--- config.mk ---
export PLATFORM = sky130hd
export DESIGN_NAME = sm3_msg_expnd_stream
export DESIGN_NICKNAME = d
export VERILOG_FILES = /design/src/rtl/sm3_pkg.sv /design/src/rtl/sm3_expnd_word_comb.sv /design/src/rtl/sm3_msg_expnd_stream.sv
export SDC_FILE = /design/constraint.sdc
export NUM_CORES = 1
export LEC_CHECK = 0
export BUFFER_PORTS_ARGS = -buffer_cell sky130_fd_sc_hd__buf_2
export CAP_MARGIN = 15
export CORE_AREA = 2 2 241 243
export DETAILED_ROUTE_END_ITERATION = 10
export DIE_AREA = 0 0 243 245
export PLACE_DENSITY = 0.79
export RECOVER_POWER = 100
export SLEW_MARGIN = 20
export SYNTH_ARGS = -nofsm -noshare
export SYNTH_HDL_FRONTEND = slang
export SYNTH_SLANG_ARGS = --single-unit
--- constraint.sdc ---
create_clock -name clk -period 25.1 [get_ports clk]
set_clock_uncertainty 0.05 [all_clocks]
set_input_delay 5.02 -clock clk [delete_from_list [all_inputs] [get_ports clk]]
set_output_delay 5.02 -clock clk [all_outputs]
set_load 0.02 [all_outputs]
--- src/rtl/sm3_pkg.sv ---
// SM3 message-expansion constants, state type and XOR/rotate helpers.
package sm3_pkg;

  localparam logic [31:0] SM3_T0 = 32'h79CC4519;
  localparam logic [31:0] SM3_T1 = 32'h7A879D8A;

  typedef enum logic {IDLE, RUN} state_e;

  function automatic logic [31:0] rotl32(input logic [31:0] x, input logic [4:0] n);
    logic [63:0] xx;
    xx = {x, x} << n;
    return xx[63:32];
  endfunction

  function automatic logic [31:0] sm3_p1(input logic [31:0] x);
    return x ^ rotl32(x, 5'd15) ^ rotl32(x, 5'd23);
  endfunction

endpackage

--- src/rtl/sm3_expnd_word_comb.sv ---
// Computes the next expanded word W_(j+16) from the current window taps.
// Purely combinational, zero latency; no flow control.
module sm3_expnd_word_comb
  import sm3_pkg::*;
(
  input  logic [31:0] w0_i,
  input  logic [31:0] w3_i,
  input  logic [31:0] w7_i,
  input  logic [31:0] w10_i,
  input  logic [31:0] w13_i,
  output logic [31:0] w16_o
);

  assign w16_o = sm3_p1(w0_i ^ w7_i ^ rotl32(w13_i, 5'd15)) ^ rotl32(w3_i, 5'd7) ^ w10_i;

endmodule

--- src/rtl/sm3_msg_expnd_stream.sv ---
// Streams 64 SM3 round tuples per loaded block; first tuple one cycle after accept.
// Stalls with all outputs held while rnd_rdy_i=0; no new block until the stream ends.
module sm3_msg_expnd_stream
  import sm3_pkg::*;
(
  input  logic         clk,
  input  logic         rst,
  input  logic         blk_vld_i,
  output logic         blk_rdy_o,
  input  logic [511:0] blk_data_i,
  output logic         rnd_vld_o,
  input  logic         rnd_rdy_i,
  output logic [31:0]  wj_o,
  output logic [31:0]  wjj_o,
  output logic [31:0]  tj_o,
  output logic         round_sm_16_o,
  output logic [5:0]   round_idx_o,
  output logic         last_o
);

  state_e      state_q, state_d;
  logic [5:0]  j_q, j_d;
  logic [31:0] win_q [16];
  logic [31:0] win_d [16];
  logic [31:0] w_new;

  sm3_expnd_word_comb u_word (
    .w0_i  (win_q[0]),
    .w3_i  (win_q[3]),
    .w7_i  (win_q[7]),
    .w10_i (win_q[10]),
    .w13_i (win_q[13]),
    .w16_o (w_new)
  );

  always_comb begin
    state_d = state_q;
    j_d     = j_q;
    for (int i = 0; i < 16; i++) win_d[i] = win_q[i];
    case (state_q)
      IDLE: begin
        if (blk_vld_i) begin
          for (int i = 0; i < 16; i++) win_d[i] = blk_data_i[511-32*i -: 32];
          j_d     = '0;
          state_d = RUN;
        end
      end
      RUN: begin
        if (rnd_rdy_i) begin
          for (int i = 0; i < 15; i++) win_d[i] = win_q[i+1];
          win_d[15] = w_new;
          // Final handshake returns to IDLE, leaving one bubble before the next accept.
          if (j_q == 6'd63) begin
            state_d = IDLE;
            j_d     = '0;
          end else begin
            j_d = j_q + 6'd1;
          end
        end
      end
      default: state_d = IDLE;
    endcase
  end

  always_ff @(posedge clk or posedge rst) begin
    if (rst) begin
      state_q <= IDLE;
      j_q     <= '0;
      for (int i = 0; i < 16; i++) win_q[i] <= '0;
    end else begin
      state_q <= state_d;
      j_q     <= j_d;
      for (int i = 0; i < 16; i++) win_q[i] <= win_d[i];
    end
  end

  assign blk_rdy_o     = (state_q == IDLE);
  assign rnd_vld_o     = (state_q == RUN);
  assign wj_o          = win_q[0];
  assign wjj_o         = win_q[0] ^ win_q[4];
  assign round_sm_16_o = ~|j_q[5:4];
  assign tj_o          = rotl32(round_sm_16_o ? SM3_T0 : SM3_T1, j_q[4:0]);
  assign round_idx_o   = j_q;
  assign last_o        = (j_q == 6'd63);

endmodule

==> reports/metrics.yaml, run 1 <==
power_and_ir_drop:
  ir_drop_v: 0.0000691
  powerDensity_nw_per_um2: 104
  leakagePower_nw: 17.5
  power_w: 0.00334
clock_network:
  cts_made_buffers: 55
  cts_root_buf: "clkbuf_16"
  clock_sinks: 519
  cts_setup_buffers: 0
  cts_tree: "yes"
  clk_path_buf_depth: 3
  hold_buffers: 0
  clk_pin_slew_ns: 0.06
  htreeDepth: 2
  clk_latency_ns: 0.62
  cts_resized: 0
die:
  fp.dieW_um: 243
  fp.dieH_um: 245
  ios: 622
  rows: 88
  dieArea_sq_um: 59500
  core-area_sq_um: 57000
  start_util_pct: 48.3
status:
  status: "finished, violations left"
  failed_checks: "capacitance limit, slew limit"
route:
  drt-vias-per-instance: 5.47
  wl_per_cell_um: 23.9
  ant_nets: 0
  vias: 21900
  remaining_drc_errors: 0
  first_pass_iters: 5
  routed_wl_um: 95800
  drtIter0Drc: 1869
synth:
  netlist.area_leader.share_pct: 47.2
  avgSynthCellArea_sq_um: 10.2
  yosysTopAreaCell: "dfrtp_1"
  synthDistinctLibCells: 51
  yosys_warnings: 0
  synthFlopType: "dfrtp_1"
  async_reset_ff_share_pct: 100
  synth_nets: 3231
  ys_seq_area_share_pct: 47.2
  synth_area_leaders: "dfrtp_1 47%, mux2i_1 19%, nand2_1 7.0%, o21ai_0 5.5%, xnor2_1 4.8%"
  syn_inst: 2704
  ys_seq_elements: 519
  syn-cell-area_sq_um: 27500
  synth-edff-count: 0
critical_path:
  cpLargestDelayFamily: "buffers and inverters"
  arrival_ns: 15.23
  cp_num_buf_inv: 6
  worstPathRequired_ns: 25.50
  reg2reg_from: "rnd_vld_o"
  worstPathCellList: "buf_2 -> nor2b_2 -> buf_4 -> nor2_4 -> clkbuf_1 -> clkbuf_1 -> clkbuf_1 -> buf_4 -> o21ai_0"
  r2r_slack_ns: 12.80
  cp_num_cells: 9
  critical_path.max_stage_delay_ns: 3.20
  crit_top_cell: "clkbuf_1"
  worstReg2RegEnd: "win_q[261]"
  crit_path_end_kind: "flip-flop"
  reg2reg_depth: 9
  slowest_stage: "clkbuf_1"
  crit_end: "win_q[261]"
  cp_max_fo: 131
  criticalPathCategory: "in2reg"
  crit_path_start_kind: "input port"
  cp-startpoint: "blk_vld_i"
cells_and_area:
  syn2layout_area_growth_pct: 16.6
  drive_above_1_share_pct: 19.9
  fin_util_pct: 56.3
  fin_cells: 4009
  stdcell_area_sq_um: 32100
  nets: 3706
place:
  numPlacedInstances: 3887
  place_area_sq_um: 30400
  hpwl_um: 74000
  io_buffers: 621
  place_congestion: 0.910
timing:
  hold_violations: 0
  finalMaxSlewViolations: 1286
  finalCritPeriodShare_pct: 59.1
  relSlewSlack_pct: -263
  setup_viol: 0
  rsz0062_at_grt: "false"
  max_freq_mhz: 67.4
  tightest_slew_ns: 5.42
  layout_min_cycle_time_ns: 14.83
  fin_tns_setup_ns: 0
global_routing:
  overflow: 0
  grt_pass1_vias: 20900
  track_usage_pct: 31.4
  grt_pass1_wl_um: 136000
  grt_max_degree: 300
  antenna_found_initial: 30
min_path:
  holdCritPathClass: "reg2reg"
flow_run:
  cap_viol_max_count: 16
## metal layers
metal	share of wire, %	GRT usage (%)	vias up
met5	0.075	0	-
met4	4.7	13.7	12
met3	6.7	5.20	204
met2	47	51.0	906
met1	41	41.6	10500
li1	-	-	10300
## where the power goes
group / leakage, nW / switching, W / total, W / internal (W)
Sequential: 6.75 / 0.000248 / 0.00130 / 0.00105
Combinational: 9.81 / 0.000729 / 0.00121 / 0.000483
Clock: 0.899 / 0.000356 / 0.000831 / 0.000475
## sequential cells by signal, indices dropped and copies added, names as in the netlist
name,flops
win_q,480
rnd_vld_o,1
round_idx_o,6
wj_o,32
## cells by family after synthesis
family	Yosys count	synth area share [%]
compound gates	621	11.9
simple gates	563	8.03
mux	538	19.8
flops	519	47.2
buf+inv	238	5.31
xor+xnor	214	7.36
fa+ha+maj	11	0.500
## how the worst min path moves through the flow
stage / slack (ns) / depth (start not counted) / startpoint / endpoint
floorplan: 0.40 / 2 / win_q[319] / win_q[319]
global placement: 0.41 / 2 / win_q[147] / win_q[147]
detailed placement: 0.42 / 2 / win_q[234] / win_q[234]
CTS: 0.43 / 2 / win_q[475] / win_q[475]
global route: 0.44 / 2 / win_q[433] / win_q[433]
finish: 0.43 / 2 / win_q[127] / win_q[127]
## cells in the mapped netlist (15+ instances only)
cell type,n
o21ai_1,240
nor2_1,15
xnor2_1,150
a21oi_1,21
mux2i_1,524
clkbuf_1,90
o21ai_0,301
buf_4,40
xor2_1,53
buf_2,35
buf_6,45
a22oi_1,29
nand2_1,516
dfrtp_1,519
## layout by cell type (no fill, tap or decap), drive strengths merged, types with 4 or more instances in the layout
cell	synthesis	layout
a21oi	21	21
a22oi	29	29
a31oi	5	5
buf	129	531
clkbuf	100	196
clkinv	3	16
dfrtp	519	519
diode	0	22
ha	11	11
inv	6	7
mux2	11	11
mux2i	524	524
nand2	516	516
nand2b	6	6
nand3	4	4
nor2	17	17
nor2b	4	4
o21ai	541	541
o22ai	4	4
o311a	4	4
or3	4	4
xnor2	150	150
xnor3	11	11
xor2	53	53
## cell type report
type | count | area, sq um
antenna | 22 | 55.1
clock buffer | 80 | 1600
clock inverter | 20 | 231
fill | 5129 | 24900
inverter | 9 | 35.0
multi-input combinational | 1947 | 13100
sequential | 519 | 13000
tap | 765 | 957
timing repair buffer | 647 | 3150
## worst register-to-register path: cells and delay by family, from the launching register on
kind / cells / cell delay (ns)
flops: 1 / 1.26
simple gates: 2 / 0.23
compound gates: 1 / 0.26
buf+inv: 6 / 10.36
## through the flow
step	hold WS, ns	setup slack (ns)
final	0.427	10.27
after global routing	0.444	8.78
after CTS	0.433	16.25
after detailed placement	0.420	15.59
after global placement	0.410	15.72
after floorplan	0.398	5.53
(Power assumes the default switching activity.)
==> inputs of run 2 (changes only) <==
==> constraint.sdc (replaced) <==
create_clock -name clk -period 14.65 [get_ports clk]
set_clock_uncertainty 0.05 [all_clocks]
set_input_delay 2.93 -clock clk [delete_from_list [all_inputs] [get_ports clk]]
set_output_delay 2.93 -clock clk [all_outputs]
set_load 0.02 [all_outputs]
==> run 2 against run 1 <==
Net effect: the flow still finishes with violations (capacitance limit, slew limit); sequential power up 72%; total power up 76%; count of clock-buffer cells in the layout down 3; via count down 0.36%; register-to-register slack worse by 7.2 ns; core utilization up 0.54 points; first-iteration DRC count down 14%; combinational power up 71%; global-route usage up 0.086 points; non-clock buffer count up 1; cell area up 0.96%; critical path depth unchanged; largest cell class unchanged.
==> reports/metrics.yaml, run 2 (synthesis results as in run 1) <==
critical_path:
  reg2reg_from: "rnd_vld_o"
  r2r_slack_ns: 5.62
  reg2reg_depth: 8
  crit_path_start_kind: "input port"
  worstPathRequired_ns: 15.05
  arrival_ns: 10.30
  crit_path_end_kind: "flip-flop"
  cp_max_fo: 125
  worstReg2RegEnd: "win_q[178]"
  criticalPathCategory: "in2reg"
route:
  vias: 21800
  first_pass_iters: 5
  wl_per_cell_um: 23.9
  remaining_drc_errors: 0
  ant_nets: 0
  routed_wl_um: 95900
  drt-vias-per-instance: 5.44
  drtIter0Drc: 1611
status:
  failed_checks: "capacitance limit, slew limit"
  status: "finished, violations left"
clock_network:
  clk_path_buf_depth: 3
  cts_setup_buffers: 0
  clk_latency_ns: 0.62
  hold_buffers: 0
  cts_root_buf: "clkbuf_16"
  htreeDepth: 2
  clk_pin_slew_ns: 0.07
  cts_tree: "yes"
  cts_resized: 0
  clock_sinks: 519
  cts_made_buffers: 57
timing:
  relSlewSlack_pct: -190
  finalMaxSlewViolations: 846
  finalCritPeriodShare_pct: 67.6
  tightest_slew_ns: 4.35
  layout_min_cycle_time_ns: 9.90
  fin_ws_ns: 4.75
  rsz0062_at_grt: "false"
  fin_tns_setup_ns: 0
  setup_viol: 0
  hold_violations: 0
  max_freq_mhz: 101
global_routing:
  track_usage_pct: 31.5
  grt_pass1_vias: 20900
  antenna_found_initial: 41
  grt_pass1_wl_um: 137000
  grt_max_degree: 264
  overflow: 0
cells_and_area:
  largest-register: "win_q"
  multi_input_area_sq_um: 13100
  fill_cells: 5109
  syn2layout_area_growth_pct: 17.7
  layout_commonest_cell: "o21ai_0"
  largest_reg_flops: 480
  drive_above_1_share_pct: 20.2
  mostFrequentLayoutCells: "531 x o21ai_0, 524 x mux2i_1, 520 x buf_2"
  seqCellArea_sq_um: 13000
  nets: 3709
die:
  fp.dieW_um: 243
  rows: 88
  core-area_sq_um: 57000
  dieArea_sq_um: 59500
  start_util_pct: 48.3
  fp.dieH_um: 245
  ios: 622
power_and_ir_drop:
  switching_share_pct: 38.9
  ir_drop_v: 0.000125
  leakagePower_nw: 17.6
  power_frac_comb_pct: 35.1
  pwr-share-seq_pct: 37.8
  powerDensity_nw_per_um2: 182
  clkPwrFrac_pct: 27.1
  p_int_w: 0.00360
  power.switching_w: 0.00229
place:
  io_buffers: 621
  hpwl_um: 73600
  place_congestion: 0.936
  dp_slack_ns: 7.45
flow_run:
  cap_viol_max_count: 12
min_path:
  holdPathStages: 2
  holdCritPathClass: "reg2reg"
  hold_path_end: "win_q[349]"
  min_from: "win_q[349]"
-- run 2: cell count changes in the layout (fill, tap and decap cells not counted), sizes merged --
cell / change
clkbuf: -7
buf: +5
clkinvlp: +4
bufinv: +8
inv: -1
clkinv: -2
diode: -2
-- run 2: how the worst max path moves through the flow --
stage                   start         end  slack, ns  depth (start not counted)
2_1_floorplan             rst   rnd_vld_o       4.62                          1
3_3_place_gp        blk_vld_i  win_q[155]       7.55                          8
3_5_place_dp        blk_vld_i  win_q[125]       7.45                          8
4_1_cts        round_idx_o[3]     tj_o[5]       7.80                          5
5_1_grt                   rst  win_q[190]       3.83                          6
6_report            blk_vld_i  win_q[178]       4.75                          9
-- run 2: area by class of cell --
class	count	area share [%]
Clock buffer	77	5.01
Inverter	9	0.116
Clock inverter	29	1.41
Timing Repair Buffer	648	9.97
Sequential cell	519	40.1
Tap cell	765	2.95
Antenna cell	20	0.154
Multi-Input combinational cell	1947	40.3
-- run 2: through the flow --
| step | util (%) | power (W) | instance area, sq um | instances | hold slack [ns] |
|---|---|---|---|---|---|
| finish | 56.8 | 0.00589 | 32400 | 4014 | 0.428 |
| floorplan | - | 0.00349 | 27500 | 2704 | 0.398 |
| CTS | 57.0 | 0.00596 | 32500 | 3991 | 0.433 |
| detailed placement | 53.3 | 0.00435 | 30400 | 3885 | 0.420 |
| global route | 56.8 | 0.00617 | 32400 | 4005 | 0.445 |
| global placement | 53.3 | 0.00429 | 30400 | 3885 | 0.410 |
-- run 2: power by group through the flow --
stage	clock, W	combinational (W)	sequential (W)
5_1_grt	0.00168	0.00224	0.00226
2_1_floorplan	0	0.00147	0.00202
3_3_place_gp	0	0.00206	0.00223
6_report	0.00160	0.00207	0.00223
3_5_place_dp	0	0.00211	0.00224
4_1_cts	0.00161	0.00212	0.00222
-- run 2: metal layers --
metal	vias to the layer above	GRT usage [%]	wire length (um)
met5	-	0	223
met4	36	13.6	4440
met3	222	6.42	6190
met2	802	51.9	46200
met1	10500	40.4	38900
li1	10300	-	-
-- run 2: critical path, cell delays in order --
cell and delay (ns):
clkbuf_1 0.18, nor2b_2 0.20, clkbuf_1 0.70, nor2_1 1.98
clkbuf_1 1.09, buf_16 0.36, clkbuf_1 1.48, buf_4 0.98
o21ai_0 0.26
==> inputs of run 3 (changes only) <==
--- a/config.mk
+++ b/config.mk
@@ -7,9 +7,9 @@
 export LEC_CHECK = 0
 export BUFFER_PORTS_ARGS = -buffer_cell sky130_fd_sc_hd__buf_2
 export CAP_MARGIN = 15
-export CORE_AREA = 2 2 241 243
+export CORE_AREA = 2 2 245 247
 export DETAILED_ROUTE_END_ITERATION = 10
-export DIE_AREA = 0 0 243 245
+export DIE_AREA = 0 0 247 249
 export PLACE_DENSITY = 0.79
 export RECOVER_POWER = 100
 export SLEW_MARGIN = 20
==> constraint.sdc (replaced) <==
create_clock -name clk -period 8.2 [get_ports clk]
set_clock_uncertainty 0.05 [all_clocks]
set_input_delay 1.64 -clock clk [delete_from_list [all_inputs] [get_ports clk]]
set_output_delay 1.64 -clock clk [all_outputs]
set_load 0.02 [all_outputs]
==> run 3 against run 2 <==
Net effect: the run still ends with capacitance limit, slew limit left; core utilization fell by 1.7 points; combinational power rose by 79%; largest cell class unchanged; wire length rose by 0.18%; count of clock-buffer cells in the layout fell by 3; largest power group unchanged; critical endpoint is now tj_o[15].
==> reports/metrics.yaml, run 3 (synthesis results as in run 1) <==
power_and_ir_drop:
  ir_drop_v: 0.000226
  power_w: 0.0104
  powerDensity_nw_per_um2: 322
  leakagePower_nw: 17.6
cells_and_area:
  syn2layout_area_growth_pct: 17.5
  largest_reg_flops: 480
  largest-register: "win_q"
  drive_above_1_share_pct: 20.3
  layout_commonest_cell: "o21ai_0"
  fin_cells: 4016
  nets: 3704
  mostFrequentLayoutCells: "533 x o21ai_0, 524 x mux2i_1, 520 x buf_2"
die:
  ios: 622
  rows: 89
  start_util_pct: 46.9
  dieArea_sq_um: 61500
  fp.dieW_um: 247
  core-area_sq_um: 58700
  fp.dieH_um: 249
global_routing:
  antenna_found_initial: 33
  grt_max_degree: 236
  grt_pass1_vias: 20900
  track_usage_pct: 30.6
  overflow: 0
  grt_pass1_wl_um: 137000
status:
  status: "finished, violations left"
  failed_checks: "capacitance limit, slew limit"
route:
  remaining_drc_errors: 0
  first_pass_iters: 6
  routed_wl_um: 96100
  wl_per_cell_um: 23.9
  drt-vias-per-instance: 5.41
  vias: 21700
  ant_nets: 0
  drtIter0Drc: 1772
critical_path:
  arrival_ns: 4.53
  criticalPathCategory: "reg2out"
  worstPathRequired_ns: 6.51
  cp-startpoint: "round_idx_o[1]"
  cp_max_fo: 51
  crit_path_start_kind: "flip-flop"
  reg2reg_from: "rnd_vld_o"
  crit_path_end_kind: "primary output"
clock_network:
  htreeDepth: 2
  clk_latency_ns: 0.64
  cts_tree: "yes"
  cts_setup_buffers: 0
  clk_pin_slew_ns: 0.06
  clock_sinks: 519
  cts_root_buf: "clkbuf_16"
  cts_resized: 0
  hold_buffers: 0
  clk_path_buf_depth: 3
  cts_made_buffers: 57
timing:
  layout_min_cycle_time_ns: 6.22
  finalCritPeriodShare_pct: 75.9
  hold_violations: 0
  max_freq_mhz: 161
  tightest_slew_ns: 3.82
  setup_viol: 0
  rsz0062_at_grt: "false"
  relSlewSlack_pct: -154
  fin_tns_setup_ns: 0
  finalMaxSlewViolations: 601
min_path:
  holdCritPathClass: "reg2reg"
  min_from: "win_q[424]"
flow_run:
  cap_viol_max_count: 11
place:
  place_congestion: 0.914
  numPlacedInstances: 3891
  hpwl_um: 74200
  io_buffers: 621
run 3: report_power, final:
group	leakage (nW)	switching, W	internal [W]	total [W]
Sequential	6.75	0.000754	0.00321	0.00396
Clock	0.980	0.00113	0.00163	0.00276
Combinational	9.85	0.00222	0.00148	0.00370
Total	17.6	0.00411	0.00632	0.0104
run 3: path summary, 6_finish.rpt:
check | to | slack [ns] | cells past startpoint
max reg2reg | win_q[133] | 2.16 | 6
min in group asynchronous | win_q[255] | 1.39 | 2
max | tj_o[15] | 1.98 | 8
max in group asynchronous | win_q[188] | 2.43 | 3
min | win_q[424] | 0.43 | 2
min reg2reg | win_q[424] | 0.43 | 2
run 3: critical path, stage by stage, from the launching register on:
cell and delay (ns):
dfrtp_1 0.33, clkbuf_1 1.44, clkinv_1 0.86, ha_1 0.50, nand2b_1 0.09, a21o_1 0.12, o21ai_0 0.12, mux2i_1 0.19
clkbuf_1 0.27
run 3: per-stage QoR:
stage / worst slack (ns) / util (%) / cell area (sq um) / hold WS, ns
global placement: 3.52 / 51.9 / 30400 / 0.410
detailed placement: 3.41 / 51.9 / 30400 / 0.420
floorplan: -0.540 / - / 27500 / 0.398
global route: 1.48 / 55.1 / 32300 / 0.450
CTS: 2.76 / 55.3 / 32500 / 0.433
finish: 1.98 / 55.1 / 32300 / 0.429
run 3: final cells by class:
cell class	instances	area [sq um]
fillers	5299	26300
clock inverters	30	424
diodes	21	52.6
inverters	9	35.0
flip-flops and latches	519	13000
multi-input cells	1947	13100
clock buffers	74	1600
repair buffers	643	3210
well taps	773	967
run 3: routing by layer:
| layer | wire (um) | global-route usage (%) | vias up |
|---|---|---|---|
| li1 | - | - | 10300 |
| met1 | 38800 | 38.9 | 10400 |
| met3 | 6610 | 6.87 | 196 |
| met2 | 46700 | 50.8 | 772 |
| met4 | 3780 | 11.4 | 28 |
| met5 | 182 | 0 | - |
